[config.mk]
export PLATFORM = sky130hd
export DESIGN_NAME = result_track_pipe_flat
export DESIGN_NICKNAME = d
export VERILOG_FILES = /design/src/rtl/result_track_pipe_if.sv /design/src/rtl/result_track_pipe.sv /design/src/flat_wrapper.sv
export SDC_FILE = /design/constraint.sdc
export NUM_CORES = 1
export LEC_CHECK = 0
export BUFFER_PORTS_ARGS = -buffer_cell sky130_fd_sc_hd__buf_2
export CAP_MARGIN = 20
export CORE_MARGIN = 2
export CORE_UTILIZATION = 40
export CTS_CLUSTER_DIAMETER = 120
export DETAILED_ROUTE_END_ITERATION = 12
export PLACE_DENSITY = 0.69
export SKIP_CTS_REPAIR_TIMING = 1
export SYNTH_ARGS = -nofsm -noshare
export SYNTH_HDL_FRONTEND = slang
export SYNTH_SLANG_ARGS = --single-unit
[constraint.sdc]
create_clock -name clk -period 16.9 [get_ports clk]
set_input_delay 2.535 -clock clk [delete_from_list [all_inputs] [get_ports clk]]
set_output_delay 2.535 -clock clk [all_outputs]
set_load 0.03 [all_outputs]
[src/rtl/result_track_pipe_if.sv]
// Forwarding-producer bus for result_track_pipe.
// EX/decode inputs and MEM/WB tracking outputs.
interface result_track_pipe_if #(
  parameter int XLEN       = 64,
  parameter int REG_ADDR_W = 5,
  parameter int CNT_W      = 32
);
  logic                  ex_valid;
  logic [REG_ADDR_W-1:0] rd_ex;
  logic                  reg_write_ex;
  logic                  mem_read_ex;
  logic [XLEN-1:0]       alu_result_ex;
  logic [XLEN-1:0]       load_data_mem;
  logic                  stall_mem;
  logic                  flush_ex;
  logic [REG_ADDR_W-1:0] rs1_id;
  logic [REG_ADDR_W-1:0] rs2_id;
  logic [REG_ADDR_W-1:0] rd_mem;
  logic                  reg_write_mem;
  logic                  mem_read_mem;
  logic [XLEN-1:0]       fwd_data_mem;
  logic [REG_ADDR_W-1:0] rd_wb;
  logic                  reg_write_wb;
  logic [XLEN-1:0]       wb_data;
  logic                  load_use_stall;
  logic [CNT_W-1:0]      retired_writes;

  modport slave (
    input  ex_valid, rd_ex, reg_write_ex,
    input  mem_read_ex, alu_result_ex,
    input  load_data_mem, stall_mem, flush_ex,
    input  rs1_id, rs2_id,
    output rd_mem, reg_write_mem, mem_read_mem,
    output fwd_data_mem, rd_wb, reg_write_wb,
    output wb_data, load_use_stall, retired_writes
  );

  modport master (
    output ex_valid, rd_ex, reg_write_ex,
    output mem_read_ex, alu_result_ex,
    output load_data_mem, stall_mem, flush_ex,
    output rs1_id, rs2_id,
    input  rd_mem, reg_write_mem, mem_read_mem,
    input  fwd_data_mem, rd_wb, reg_write_wb,
    input  wb_data, load_use_stall, retired_writes
  );
endinterface

[src/rtl/result_track_pipe.sv]
// EX/MEM and MEM/WB destination tracking for forwarding,
// load-use hazard detect and retired-write counter.
module result_track_pipe #(
  parameter int XLEN       = 64,
  parameter int REG_ADDR_W = 5,
  parameter int CNT_W      = 32
) (
  input  logic               clk,
  input  logic               rst,
  result_track_pipe_if.slave bus
);

  logic [REG_ADDR_W-1:0] rd_m;
  logic                  we_m;
  logic                  ld_m;
  logic [XLEN-1:0]       dat_m;
  logic [REG_ADDR_W-1:0] rd_w;
  logic                  we_w;
  logic [XLEN-1:0]       dat_w;
  logic [CNT_W-1:0]      cnt;
  logic                  rd_nz;
  logic                  live;
  logic                  hit;
  logic                  lus;

  assign rd_nz = |bus.rd_ex;
  assign live  = bus.ex_valid & ~bus.flush_ex;

  // EX/MEM register; frozen while data memory waits
  always_ff @(posedge clk or posedge rst) begin
    if (rst) begin
      rd_m  <= '0;
      we_m  <= 1'b0;
      ld_m  <= 1'b0;
      dat_m <= '0;
    end else if (!bus.stall_mem) begin
      rd_m  <= bus.rd_ex;
      we_m  <= live & bus.reg_write_ex & rd_nz;
      ld_m  <= live & bus.mem_read_ex;
      dat_m <= bus.alu_result_ex;
    end
  end

  // MEM/WB register; a stall injects a bubble
  always_ff @(posedge clk or posedge rst) begin
    if (rst) begin
      rd_w  <= '0;
      we_w  <= 1'b0;
      dat_w <= '0;
    end else if (!bus.stall_mem) begin
      rd_w  <= rd_m;
      we_w  <= we_m;
      dat_w <= ld_m ? bus.load_data_mem : dat_m;
    end else begin
      we_w  <= 1'b0;
    end
  end

  // Count committed register-file writes, wrapping
  always_ff @(posedge clk or posedge rst) begin
    if (rst) begin
      cnt <= '0;
    end else if (we_w) begin
      cnt <= cnt + 1'b1;
    end
  end

  // Load-use hazard; a MEM stall also freezes decode
  always_comb begin
    hit = (bus.rd_ex == bus.rs1_id) |
          (bus.rd_ex == bus.rs2_id);
    lus = live & bus.mem_read_ex &
          bus.reg_write_ex & rd_nz & hit;
    lus = (lus | bus.stall_mem) & ~rst;
  end

  assign bus.rd_mem         = rd_m;
  assign bus.reg_write_mem  = we_m;
  assign bus.mem_read_mem   = ld_m;
  assign bus.fwd_data_mem   = dat_m;
  assign bus.rd_wb          = rd_w;
  assign bus.reg_write_wb   = we_w;
  assign bus.wb_data        = dat_w;
  assign bus.load_use_stall = lus;
  assign bus.retired_writes = cnt;

endmodule

[src/flat_wrapper.sv]
// flat-port wrapper written by rule: the top's interface ports become plain ports
module result_track_pipe_flat 
#(
  parameter int XLEN       = 64,
  parameter int REG_ADDR_W = 5,
  parameter int CNT_W      = 32
)
  (clk, rst, bus_ex_valid, bus_rd_ex, bus_reg_write_ex, bus_mem_read_ex, bus_alu_result_ex, bus_load_data_mem, bus_stall_mem, bus_flush_ex, bus_rs1_id, bus_rs2_id, bus_rd_mem, bus_reg_write_mem, bus_mem_read_mem, bus_fwd_data_mem, bus_rd_wb, bus_reg_write_wb, bus_wb_data, bus_load_use_stall, bus_retired_writes);
  result_track_pipe_if #(.XLEN(XLEN), .REG_ADDR_W(REG_ADDR_W), .CNT_W(CNT_W)) bus_i ();
  input  logic clk;
  input  logic rst;
  input wire logic [$bits(bus_i.ex_valid)-1:0] bus_ex_valid;
  input wire logic [$bits(bus_i.rd_ex)-1:0] bus_rd_ex;
  input wire logic [$bits(bus_i.reg_write_ex)-1:0] bus_reg_write_ex;
  input wire logic [$bits(bus_i.mem_read_ex)-1:0] bus_mem_read_ex;
  input wire logic [$bits(bus_i.alu_result_ex)-1:0] bus_alu_result_ex;
  input wire logic [$bits(bus_i.load_data_mem)-1:0] bus_load_data_mem;
  input wire logic [$bits(bus_i.stall_mem)-1:0] bus_stall_mem;
  input wire logic [$bits(bus_i.flush_ex)-1:0] bus_flush_ex;
  input wire logic [$bits(bus_i.rs1_id)-1:0] bus_rs1_id;
  input wire logic [$bits(bus_i.rs2_id)-1:0] bus_rs2_id;
  output wire logic [$bits(bus_i.rd_mem)-1:0] bus_rd_mem;
  output wire logic [$bits(bus_i.reg_write_mem)-1:0] bus_reg_write_mem;
  output wire logic [$bits(bus_i.mem_read_mem)-1:0] bus_mem_read_mem;
  output wire logic [$bits(bus_i.fwd_data_mem)-1:0] bus_fwd_data_mem;
  output wire logic [$bits(bus_i.rd_wb)-1:0] bus_rd_wb;
  output wire logic [$bits(bus_i.reg_write_wb)-1:0] bus_reg_write_wb;
  output wire logic [$bits(bus_i.wb_data)-1:0] bus_wb_data;
  output wire logic [$bits(bus_i.load_use_stall)-1:0] bus_load_use_stall;
  output wire logic [$bits(bus_i.retired_writes)-1:0] bus_retired_writes;
  assign bus_i.ex_valid = bus_ex_valid;
  assign bus_i.rd_ex = bus_rd_ex;
  assign bus_i.reg_write_ex = bus_reg_write_ex;
  assign bus_i.mem_read_ex = bus_mem_read_ex;
  assign bus_i.alu_result_ex = bus_alu_result_ex;
  assign bus_i.load_data_mem = bus_load_data_mem;
  assign bus_i.stall_mem = bus_stall_mem;
  assign bus_i.flush_ex = bus_flush_ex;
  assign bus_i.rs1_id = bus_rs1_id;
  assign bus_i.rs2_id = bus_rs2_id;
  assign bus_rd_mem = bus_i.rd_mem;
  assign bus_reg_write_mem = bus_i.reg_write_mem;
  assign bus_mem_read_mem = bus_i.mem_read_mem;
  assign bus_fwd_data_mem = bus_i.fwd_data_mem;
  assign bus_rd_wb = bus_i.rd_wb;
  assign bus_reg_write_wb = bus_i.reg_write_wb;
  assign bus_wb_data = bus_i.wb_data;
  assign bus_load_use_stall = bus_i.load_use_stall;
  assign bus_retired_writes = bus_i.retired_writes;
  result_track_pipe #(.XLEN(XLEN), .REG_ADDR_W(REG_ADDR_W), .CNT_W(CNT_W)) u_core (.clk(clk), .rst(rst), .bus(bus_i));
endmodule
-- Yosys cells after proc, flatten, opt, wreduce, memory -nomap -nowiden
Index checks and enable logic that the tools add are counted.
- equality and inequality tests: 2
- reduce and logical (&&, ||, !) cells: 1
- add/sub/neg operators: 1
- bitwise operators: 12
- muxes and demuxes: 2
- operators with widths (operator ; number):
    $mux 64 ; 1
    $add 32x1->32 const B ; 1
    $eq 5x5->1 ; 2
    $and 1x1->1 ; 8
    $reduce_or 5->1 ; 1
    $not 1->1 ; 2
    $or 1x1->1 ; 2
    $mux 1 ; 1
- input bits: 150
- word-level logic and storage cells: 26
- bits in registers: 173
- output and inout bits: 174

-- Longest topological paths before layout
- word-level depth: 8
- depth in mapped cells: 6
- mapped depth without buffers: 6

-- Worst setup path before layout
OpenSTA, ideal clock, no wires.
- kind: input to output
- from: in bus_stall_mem
- to: out bus_load_use_stall
- setup slack: 10578 ps
- required time: 14365 ps
- arrival time: 3787 ps
- cell stages on the path: 5
- cells stage by stage: clkbuf_1 clkbuf_1 clkbuf_1 a21oi_1 nor2_1
- cells in the longest elaborated chain, start to end: 2
- ends and longest elaborated chain (item ; line ; RTL):
    from (decl) ; flat_wrapper.sv:18 ; input wire logic [$bits(bus_i.stall_mem)-1:0] bus_stall_mem;
    $or 1x1->1 ; result_track_pipe.sv:74 ; lus = (lus | bus.stall_mem) & ~rst;
    $and 1x1->1 ; result_track_pipe.sv:74 ;
    to (decl) ; flat_wrapper.sv:29 ; output wire logic [$bits(bus_i.load_use_stall)-1:0] bus_load_use_stall;
No other way between the ends.

-- Worst setup path after layout
- from: in bus_rd_ex[0]
- to: out bus_load_use_stall
- cells in the longest elaborated chain, start to end: 5
- ends and longest elaborated chain (item ; line ; RTL):
    from (decl) ; flat_wrapper.sv:13 ; input wire logic [$bits(bus_i.rd_ex)-1:0] bus_rd_ex;
    $eq 5x5->1, or another cell as far along ; result_track_pipe.sv:70 ; hit = (bus.rd_ex == bus.rs1_id) |
    $or 1x1->1 / $and 1x1->1 (equally long branches) ; result_track_pipe.sv:70, result_track_pipe.sv:73 ;
    $and 1x1->1 (*) ; result_track_pipe.sv:73 ; bus.reg_write_ex & rd_nz & hit;
    $or 1x1->1 (*) ; result_track_pipe.sv:74 ;
    $and 1x1->1 (*) ; result_track_pipe.sv:74 ;
Mark *: on every way between the ends. The rest lies on a longest branch, timed or not.

==> out/metrics.yaml <==
status: "finished, final reports clean"
vias: 5555
drcViolationCount: 0
hpwl_mm: 13.2
end_kind: "output port"
synth.area.top_cells: "dfrtp_1 (59%), mux2_2 (12%), mux2i_1 (8.7%)"
yosysTopAreaCell: "dfrtp_1"
grtUsageMet2_pct: 30.5
clkTransAtPathRegs_ps: 70
synthesis.area_um2: 7340
final_antenna_net_count: 0
synthMuxAreaShare_pct: 20.2
grt.overflow.total: 0
slew_viol_final: 0
antenna_found_initial: 3
synth_seq_area_share_pct: 59.0
critPathSlowestCell: "or4_1"
place_area_um2: 9170
vias_per_cell: 4.85
syn_inst: 587
final_core_util_pct: 54.4
area_growth_pct: 33.1
finalCritPeriodShare_pct: 37.6
synth_edf_count: 0
crit_family: "simple AND/OR/NAND/NOR gates"
yosysWarnings: 0
cts_made_buffers: 17
cts.sinks: 173
gp_congestion: 0.829
die_y_um: 139
fin_nets: 1054
ios: 324
grt_pass1_wl_mm: 28.9
grt_pass1_vias: 5528
async_flop_share_pct: 100
cts_tree: "built"
wl_mm: 18.3
tns_ps: 0
ys_types: 32
worst_pin_slew_ps: 980
design_area_um2: 9770
yosys.area_share.adder_pct: 0.170
yosysMostFrequentCell: "dfrtp_1"
synthSimpleGateAreaFrac_pct: 9.04
drt_iter0_markers: 229
wire_per_inst_um: 15.9
crit_arrival_ps: 3820
hp-class: "reg -> reg"
syn-num-nets: 738
syn_avg_cell_area_um2: 12.5
dieArea_um2: 19400
initial_core_util_pct: 40.9
slew_headroom_pct: 34.7
max_freq_mhz: 157
crit_fanout: 4
place_ws_ps: 10550
firstDrtPassIters: 4
synth_commonest_cells: "dfrtp_1 (173), nand2_1 (80), mux2_2 (75)"
hold_violations: 0
vdd_ir_drop_max_v: 0.0000755
synth_top_family_by_area: "multiplexers"
grt_max_degree: 97
synth_xor_area_share_pct: 4.89
cellPowerDensity_nw_per_um2: 114
placementRows: 49
rsz0062_at_grt: "false"
crit_type: "in -> out"
cts-root-buf: "clkbuf_16"
busiest_layer: "met2"
required_ps: 14370
post-route-min-period_ps: 6350
hold_ws_ps: 468
setup_viol: 0
clk_path_buf_depth: 2
io_buffers: 323
worst_clock_skew_ps: 10.8
die_w_um: 139
cap_violations: 0
max_stage_delay_ps: 530
synth_compound_area_share_pct: 4.76
met3_usage_pct: 5.75
setup.worst_path.start_class: "input pin"
ys.flop_type: "dfrtp_1"
fin_ws_ps: 10550
coreArea_um2: 18000
synth_seq_cells: 173
p_leak_nw: 4.83
htree_levels: 4
drive_above_1_share_pct: 48.8
synth_top_area_share_pct: 59.0
path_cells: "buf_2, or4_1, o211ai_1, nor2_1, a21oi_1, nor2_1, buf_2"
worst-path-buf-inv: 2
grtUsageMet1_pct: 23.3
clock_latency_ps: 420
track_usage_pct: 18.7
layout make-up:
class	instances	area, µm²
fill	1587	8190
inverter	6	27.5
clock buffer	19	453
multi-input combinational	378	2870
tap	229	287
timing repair buffer	327	1650
sequential	173	4330
antenna	1	2.50
clock inverter	13	145
report_power, final:
group	internal [mW]	leakage (nW)	switching, mW
clock	0.218	0.289	0.176
combinational	0.0802	2.41	0.153
sequential	0.457	2.13	0.0340
total	0.755	4.83	0.363
per-layer routing:
layer,wire (µm),vias up
met4,463,4
met1,7610,2665
li1,-,2658
met3,1240,34
met2,8940,194
met5,23,-
cells in the final DEF, fill, tap and decap left out, drive strengths merged:
cell / Yosys / layout
clkbuf: 18 / 19
or4: 1 / 1
nand2: 82 / 82
xor2: 10 / 10
bufinv: 0 / 1
dfrtp: 173 / 173
nand3: 13 / 13
mux2: 75 / 75
o22ai: 1 / 1
nor2: 8 / 8
and3: 5 / 5
nor2b: 2 / 2
xnor2: 31 / 31
and4: 1 / 1
nand4: 5 / 5
ha: 1 / 1
buf: 12 / 327
clkinv: 0 / 2
nor3: 5 / 5
o211ai: 1 / 1
diode: 0 / 1
o21ai: 66 / 66
nor4: 4 / 4
mux2i: 64 / 64
inv: 6 / 14
clkinvlp: 0 / 2
and2: 2 / 2
a21oi: 1 / 1
per-stage QoR:
step	power [mW]	instances
finish	1.12	1146
global route	1.17	1145
CTS	1.13	1145
detailed placement	0.735	1113
global placement	0.731	1113
floorplan	0.649	587
worst reg2reg max path, stage by stage (launching register included):
cell	delay (ps)
dfrtp_4	820
buf_4	620
mux2i_1	300
o21ai_0	90
registers in the layout, summed over array words and instances (netlist names):
signal / cells
u_core.bus.fwd_data_mem: 64
u_core.bus.wb_data: 64
u_core.bus.retired_writes: 32
u_core.bus.rd_mem: 5
u_core.bus.rd_wb: 5
u_core.bus.mem_read_mem: 1
u_core.bus.reg_write_mem: 1
u_core.bus.reg_write_wb: 1
logic make-up (layout without fill, tap and decap cells):
logic type,Yosys count,after routing
flip-flops,173,173
buffers and inverters,36,365
AND/OR/NAND/NOR,128,128
other,0,1
XOR/XNOR,41,41
multiplexers,139,139
adder cells (fa/ha/maj),1,1
AO/OA/AOI/OAI,69,69
final timing paths:
path | cells after the start | slack [ps] | from | to
min in group asynchronous | 2 | 2300 | rst | u_core.bus.reg_write_mem
max | 7 | 10550 | bus_rd_ex[0] | bus_load_use_stall
min reg2reg | 1 | 470 | u_core.bus.retired_writes[31] | u_core.bus.retired_writes[31]
max in group asynchronous | 3 | 13110 | rst | u_core.bus.fwd_data_mem[44]
min | 1 | 470 | u_core.bus.retired_writes[31] | u_core.bus.retired_writes[31]
max reg2reg | 3 | 14940 | u_core.bus.mem_read_mem | u_core.bus.wb_data[11]
No activity file was read; power rests on OpenSTA's default activity.
